**src/rtl/seg7_pkg.sv**
```systemverilog
// -----------------------------------------------------------------------------
// seg7_pkg
// Shared definitions for the multiplexed 7-segment scan driver:
//   - active-low segment patterns (seg[0] = a .. seg[6] = g) for the digits
//     0-9, plus the blank and dash patterns
//   - slot-index type (one slot per display digit, 7 = leftmost)
//   - snapshot record captured once per frame
//   - divider counter width helper
// -----------------------------------------------------------------------------
package seg7_pkg;

    localparam logic [6:0] SEG_BLANK = 7'h7F;
    localparam logic [6:0] SEG_DASH  = 7'b0111111;

    localparam logic [6:0] SEG_D0 = 7'h40;
    localparam logic [6:0] SEG_D1 = 7'h79;
    localparam logic [6:0] SEG_D2 = 7'h24;
    localparam logic [6:0] SEG_D3 = 7'h30;
    localparam logic [6:0] SEG_D4 = 7'h19;
    localparam logic [6:0] SEG_D5 = 7'h12;
    localparam logic [6:0] SEG_D6 = 7'h02;
    localparam logic [6:0] SEG_D7 = 7'h78;
    localparam logic [6:0] SEG_D8 = 7'h00;
    localparam logic [6:0] SEG_D9 = 7'h10;

    typedef logic [2:0] slot_t;

    localparam slot_t SLOT_FIRST = 3'd7;
    localparam slot_t SLOT_LAST  = 3'd0;

    // Everything the display shows during one frame. dig[7] is hrL,
    // dig[0] is milC, so a slot index selects its digit directly.
    typedef struct packed {
        logic             fmt;
        logic             ampm;
        logic             edit;
        logic [7:0][3:0]  dig;
    } snap_t;

    // Width of a counter that must hold 0..div-1 (never narrower than 1 bit).
    function automatic int div_width(input int div);
        if (div <= 2) begin
            return 1;
        end
        return $clog2(div);
    endfunction

endpackage

```
**src/rtl/seg7_decode.sv**
```systemverilog
// -----------------------------------------------------------------------------
// seg7_decode
// Combinational BCD to 7-segment decoder, active-low outputs.
// Codes 10-15 are not valid BCD and show a dash (segment g only).
// Ports:
//   bcd  in  4  BCD digit
//   seg  out 7  segment pattern, seg[0] = a .. seg[6] = g, 0 = lit
// -----------------------------------------------------------------------------
module seg7_decode
    import seg7_pkg::*;
(
    input  logic [3:0] bcd,
    output logic [6:0] seg
);

    always_comb begin
        seg = SEG_DASH;
        case (bcd)
            4'd0:    seg = SEG_D0;
            4'd1:    seg = SEG_D1;
            4'd2:    seg = SEG_D2;
            4'd3:    seg = SEG_D3;
            4'd4:    seg = SEG_D4;
            4'd5:    seg = SEG_D5;
            4'd6:    seg = SEG_D6;
            4'd7:    seg = SEG_D7;
            4'd8:    seg = SEG_D8;
            4'd9:    seg = SEG_D9;
            default: seg = SEG_DASH;
        endcase
    end

endmodule

```
**src/rtl/seg7_scan_driver.sv**
```systemverilog
// -----------------------------------------------------------------------------
// seg7_scan_driver
// Drives an 8-digit common-anode multiplexed 7-segment display from the BCD
// digits of the 12/24-hour clock core. One digit is lit per scan slot; the
// slot walks from the leftmost digit (7) down to 0 and wraps. All inputs are
// snapshotted once per frame so a frame never mixes old and new time.
// Decimal points separate HH.MM.SS; the slot-0 point marks PM in 12-hour mode.
//
// Optional build macro EDIT_BLINK_EN: while the snapshotted edit flag is set,
// the HH:MM digits (slots 7..4) blink at BLINK_HZ. Without the macro the edit
// input is only carried in the snapshot.
//
// Parameters:
//   CLK_HZ    input clock frequency
//   SCAN_HZ   scan slots per second (a frame is 8 slots)
//   BLINK_HZ  edit-blink rate (one full visible+hidden period per 1/BLINK_HZ)
// Ports:
//   clk                 in   1  system clock
//   rst                 in   1  synchronous reset, active-high
//   fmt                 in   1  1 = 12-hour, 0 = 24-hour
//   ampm                in   1  0 = AM, 1 = PM
//   edit                in   1  clock core is in edit mode
//   hrL..milC           in   4  BCD digits, left to right
//   an                  out  8  anode enables, active-low, an[7] = hrL
//   seg                 out  7  segments a..g = seg[0]..seg[6], active-low
//   dp                  out  1  decimal point, active-low
// -----------------------------------------------------------------------------
module seg7_scan_driver
    import seg7_pkg::*;
#(
    parameter int CLK_HZ   = 100_000_000,
    parameter int SCAN_HZ  = 1000,
    parameter int BLINK_HZ = 2
)
(
    input  logic       clk,
    input  logic       rst,
    input  logic       fmt,
    input  logic       ampm,
    input  logic       edit,
    input  logic [3:0] hrL,
    input  logic [3:0] hrR,
    input  logic [3:0] mL,
    input  logic [3:0] mR,
    input  logic [3:0] sL,
    input  logic [3:0] sR,
    input  logic [3:0] milL,
    input  logic [3:0] milC,
    output logic [7:0] an,
    output logic [6:0] seg,
    output logic       dp
);

    localparam int SCAN_DIV = CLK_HZ / SCAN_HZ;
    localparam int SCAN_W   = div_width(SCAN_DIV);
    localparam logic [SCAN_W-1:0] SCAN_LAST = SCAN_W'(SCAN_DIV - 1);

    if (SCAN_DIV < 2) begin : g_bad_scan_div
        $error("seg7_scan_driver: CLK_HZ/SCAN_HZ must be at least 2");
    end

    if (BLINK_HZ < 1) begin : g_bad_blink_hz
        $error("seg7_scan_driver: BLINK_HZ must be at least 1");
    end

    // ---- stage 0: scan prescaler and slot counter ----
    logic [SCAN_W-1:0] scan_cnt;
    logic              scan_tick;
    slot_t             slot_idx;
    logic              frame_wrap;

    assign scan_tick  = (scan_cnt == SCAN_LAST);
    assign frame_wrap = scan_tick && (slot_idx == SLOT_LAST);

    always_ff @(posedge clk) begin
        if (rst) begin
            scan_cnt <= '0;
        end else if (scan_tick) begin
            scan_cnt <= '0;
        end else begin
            scan_cnt <= scan_cnt + SCAN_W'(1);
        end
    end

    // slot_idx is the slot presented on the next tick; it wraps 0 -> 7
    // naturally through the 3-bit decrement.
    always_ff @(posedge clk) begin
        if (rst) begin
            slot_idx <= SLOT_FIRST;
        end else if (scan_tick) begin
            slot_idx <= slot_idx - slot_t'(1);
        end
    end

    // ---- stage 0: frame snapshot ----
    snap_t snap;
    snap_t live;
    logic  load_p0;

    assign live = {fmt, ampm, edit, hrL, hrR, mL, mR, sL, sR, milL, milC};

    // load_p0 marks the first cycle after reset so the opening frame shows
    // current inputs rather than the cleared snapshot. The wrap tick presents
    // slot 0 from the old snapshot and loads the new one in the same edge.
    always_ff @(posedge clk) begin
        if (rst) begin
            snap    <= '0;
            load_p0 <= 1'b1;
        end else begin
            load_p0 <= 1'b0;
            if (load_p0 || frame_wrap) begin
                snap <= live;
            end
        end
    end

    // ---- stage 0: edit blink ----
    logic blank_hi;

`ifdef EDIT_BLINK_EN
    localparam int BLINK_DIV = CLK_HZ / (2 * BLINK_HZ);
    localparam int BLINK_W   = div_width(BLINK_DIV);
    localparam logic [BLINK_W-1:0] BLINK_LAST = BLINK_W'(BLINK_DIV - 1);

    if (BLINK_DIV < 1) begin : g_bad_blink_div
        $error("seg7_scan_driver: CLK_HZ/(2*BLINK_HZ) must be at least 1");
    end

    logic [BLINK_W-1:0] blink_cnt;
    logic               blink_hidden;

    // Held in the visible phase with the prescaler cleared whenever edit is
    // low, so entering edit mode always begins with a full visible window.
    always_ff @(posedge clk) begin
        if (rst || !edit) begin
            blink_cnt    <= '0;
            blink_hidden <= 1'b0;
        end else if (blink_cnt == BLINK_LAST) begin
            blink_cnt    <= '0;
            blink_hidden <= ~blink_hidden;
        end else begin
            blink_cnt    <= blink_cnt + BLINK_W'(1);
        end
    end

    assign blank_hi = snap.edit && blink_hidden;
`else
    logic edit_unused;

    assign edit_unused = snap.edit;
    assign blank_hi    = 1'b0;
`endif

    // ---- stage 0 -> 1: decode and output register ----
    logic [3:0] cur_digit;
    logic [6:0] cur_pat;
    logic [7:0] nxt_an;
    logic [6:0] nxt_seg;
    logic       nxt_dp;

    assign cur_digit = snap.dig[slot_idx];

    seg7_decode u_decode (
        .bcd (cur_digit),
        .seg (cur_pat)
    );

    always_comb begin
        nxt_an  = ~(8'b1 << slot_idx);
        nxt_seg = cur_pat;
        nxt_dp  = 1'b1;
        case (slot_idx)
            3'd6, 3'd4: nxt_dp = 1'b0;
            3'd0:       nxt_dp = ~(snap.fmt & snap.ampm);
            default:    nxt_dp = 1'b1;
        endcase
        // slots 7..4 are the HH:MM digits
        if (blank_hi && slot_idx[2]) begin
            nxt_seg = SEG_BLANK;
            nxt_dp  = 1'b1;
        end
    end

    always_ff @(posedge clk) begin
        if (rst) begin
            an  <= 8'hFF;
            seg <= SEG_BLANK;
            dp  <= 1'b1;
        end else if (scan_tick) begin
            an  <= nxt_an;
            seg <= nxt_seg;
            dp  <= nxt_dp;
        end
    end

endmodule
```
**config.mk**
```make
export PLATFORM = sky130hd
export DESIGN_NAME = seg7_scan_driver
export DESIGN_NICKNAME = d
export VERILOG_FILES = /design/src/rtl/seg7_pkg.sv /design/src/rtl/seg7_decode.sv /design/src/rtl/seg7_scan_driver.sv
export SDC_FILE = /design/constraint.sdc
export NUM_CORES = 1
export LEC_CHECK = 0
export CORE_AREA = 2 2 89 91
export CTS_CLUSTER_DIAMETER = 200
export DETAILED_ROUTE_END_ITERATION = 6
export DIE_AREA = 0 0 91 93
export GPL_TIMING_DRIVEN = 0
export PLACE_DENSITY = 0.67
export SYNTH_ARGS = -nofsm -noshare
export SYNTH_HDL_FRONTEND = slang
export SYNTH_SLANG_ARGS = --single-unit
```
**constraint.sdc**
```tcl
create_clock -name clk -period 2.9 [get_ports clk]
set_clock_uncertainty 0.15 [all_clocks]
set_input_delay 0.58 -clock clk [delete_from_list [all_inputs] [get_ports clk]]
set_output_delay 0.58 -clock clk [all_outputs]
set_load 0.05 [all_outputs]
```
==> summary.md <==
| Metric | Value |
|---|---|
| Final setup viols | `0` |
| Vias in the first global route | `2430` |
| HP Class | `reg2reg` |
| Grt total ovfl | `0` |
| WL/cell | `12.7 µm` |
| Clock transition at path regs | `0.08 ns` |
| Clock Tree Root | `clkbuf_8` |
| Met1 Wirelength | `3450 µm` |
| Final Core Density | `a little over half` |
| # hold bufs at CTS | `0` |
| Pleak | `1.66 nW` |
| Syn Area/Cell | `between 8 and 9 µm²` |
| Prevailing post-synth register cell | `dfxtp_1` |
| Worst path arrival time | `approximately 2.6 ns` |
| Diodes inserted | `0` |
| Clock group share of total power | `between 40% and 50%` |
| CP Max Fanout | `10` |
| Net Sw Frac | `22.8%` |
| Post-route ant nets | `0` |
| Vias per inst | `4.80` |
| Hold Fails Final Rpt | `0` |
| Total track usage | `16.9%` |
| Tmin final | `2.48 ns` |
| Fmax | `404 MHz` |
| Antenna violations before repair | `0` |
| P&R area growth vs syn | `26.7%` |
| Hpwl dp | `5050 µm` |
| VDD IR-drop max | `about 0.00033 V` |
| Yosys warning total | `0` |
| Highest metal used | `met4` |
| Clock latency at the later pin of the worst-skew pair | `0.34 ns` |
| Post-synthesis register bit count | `71` |
| Met2 wire length | `3000 µm` |
| I/O Buffers | `51` |
| CP Class | `reg2reg` |
| DR iter-0 viols | `96` |
| Post-CTS Setup Repair Bufs | `0` |
| Number of CTS-inserted buffers | `9` |
| Period utilisation layout | `85.4%` |
| Total power | `between 2 and 2.5 mW` |
| Filler cell count | `roughly 730` |
| Worst Path Required | `2.98 ns` |
| Commonest non-fill, non-tap cell in the layout | `nand2_1` |
| Worst-margin pin slew | `0.514 ns` |
| Net Sw Power | `475 µW` |
| Sequential share of the synthesized area | `43.6%` |
| Clk sinks | `71` |
| Fin nets | `476` |
| Final WL | `6800 µm` |
| Initial Utilization | `a little over two fifths` |
| Drt first pass iters | `4` |
| Pre-CTS setup slack | `0.425 ns` |
| Post-Syn Nets | `414` |
| Type of element launching the critical path | `register` |
| Core area | `7530 µm²` |
| Via count | `about 2600` |
| First-pass GRT wire length | `approximately 11000 µm` |
| DRC Markers | `0` |
| Pin count of the biggest net entering global routing | `14` |
| CTS tree | `done` |
| Num rows | `32` |
| RSZ-0062 raised after global routing | `false` |
| Power per standard cell area | `505 nW/µm²` |
| Setup_tns | `0 ns` |
| Slew Limit Headroom | `between 60% and 70%` |
| Total of max-cap violations | `0` |
| Commonest non-fill, non-tap cells in the layout | `78 x nand2_1, 71 x dfxtp_1, 51 x clkdlybuf4s50_1` |
| Sequential Power Share | `49.0%` |
| Post-synth EDFFs | `0` |
| Post-Synthesis Cells | `365` |
| Die width | `between 90 and 100 µm` |
| CTS Buffer Depth | `2` |
| DIE AREA | `8460 µm²` |
| IO Count | `53` |
| Layout cell share with drive strength beyond 1 | `11.6%` |
| Combinational fraction of design power | `8.2%` |
| DIE HEIGHT | `93 µm` |
| Cell Area, Synth | `~3300 µm²` |
| Internal | `1.61 mW` |
| Slew Limit Fails | `0` |
| Final worst slack | `0.422 ns` |
| Routed length on met3 | `roughly 250 µm` |
| PostCTS Resize Cnt | `0` |
| Ys async rst share | `0%` |
| CP endpoint kind | `register` |
| Outcome | `complete, no violations` |
| GP Congestion | `0.814` |
| Unique masters post-synth | `40` |
| H-tree levels | `3` |
==> logic make-up after synthesis <==
logic type / after synthesis / synth area share [%]
simple gates: 155 / 21.2
flops: 71 / 43.6
compound gates: 63 / 12.1
buf+inv: 33 / 5.38
xor+xnor: 17 / 4.57
mux: 14 / 8.53
fa+ha+maj: 12 / 4.61
==> flip-flops by register name (all words and copies together), names as in the netlist <==
register  cells
snap         34
scan_cnt     17
an            8
seg           7
slot_idx      3
dp            1
load_p0       1
==> cells in the mapped netlist, types with 2 or more instances <==
cell | n | share of area, %
nand2_1 | 78 | 9.0
dfxtp_1 | 71 | 44
a21oi_1 | 37 | 5.7
nor2_1 | 36 | 4.1
ha_1 | 12 | 4.6
buf_2 | 11 | 1.7
nand3_1 | 10 | 1.5
xnor2_1 | 10 | 2.7
and3_1 | 8 | 1.5
mux4_2 | 8 | 5.5
o21bai_1 | 8 | 1.8
clkbuf_1 | 7 | 0.81
inv_1 | 7 | 0.81
xor2_1 | 7 | 1.9
nand4_1 | 5 | 0.96
o21ai_1 | 5 | 0.77
a211oi_1 | 4 | 0.92
buf_4 | 4 | 0.92
nor3b_1 | 4 | 0.92
buf_6 | 3 | 1.0
mux2i_1 | 3 | 0.92
mux2i_4 | 3 | 2.1
nand2b_1 | 3 | 0.58
a211o_1 | 2 | 0.54
and2_1 | 2 | 0.38
nor3_1 | 2 | 0.31
o21ai_0 | 2 | 0.31
==> routing by layer <==
layer | vias to the layer above | GRT usage (%)
met1 | 1148 | 23.4
li1 | 1352 | -
met5 | - | 0
met4 | 0 | 6.44
met3 | 11 | 2.74
met2 | 51 | 26.8
==> cell type report <==
type | count | area (µm²) | area share, %
multi-input cells | 261 | 1660 | 40.3
flip-flops and latches | 71 | 1420 | 34.4
repair buffers | 51 | 510 | 12.4
plain buffers | 25 | 145 | 3.52
clock buffers | 10 | 138 | 3.34
well taps | 102 | 128 | 3.09
clock inverters | 6 | 92.6 | 2.24
inverters | 8 | 30.0 | 0.728
==> path summary, 6_finish.rpt <==
path,cells after the start,start,endpoint,slack (ns)
worst min register to register,1,scan_cnt[0],scan_cnt[0],0.30
worst min-delay path,1,scan_cnt[0],scan_cnt[0],0.30
worst max-delay path,7,slot_idx[0],seg[4],0.42
worst max register to register,7,slot_idx[0],seg[4],0.42
==> per-stage QoR <==
stage | std cells | instance area, µm² | hold slack (ns)
floorplan | 365 | 3260 | 0.268
global placement | 518 | 3900 | 0.277
detailed placement | 518 | 3900 | 0.292
CTS | 534 | 4130 | 0.303
global route | 534 | 4130 | 0.322
finish | 534 | 4130 | 0.299
==> power by group through the flow <==
stage	Combinational, mW	Clock (mW)	Sequential, mW
4_1_cts	0.173	0.907	1.02
5_1_grt	0.190	0.959	1.02
6_report	0.171	0.891	1.02
3_3_place_gp	0.169	0	1.04
2_1_floorplan	0.0996	0	1.04
3_5_place_dp	0.171	0	1.04
==> worst max-delay path, stage by stage, from the launching register on <==
cell and delay, ns:
dfxtp_1 0.39, buf_6 0.20, mux4_2 0.53, mux2i_1 0.38
ha_1 0.27, a2111oi_0 0.11, a211oi_1 0.24, o21ai_1 0.09
Power figures use the tool's default switching activity.
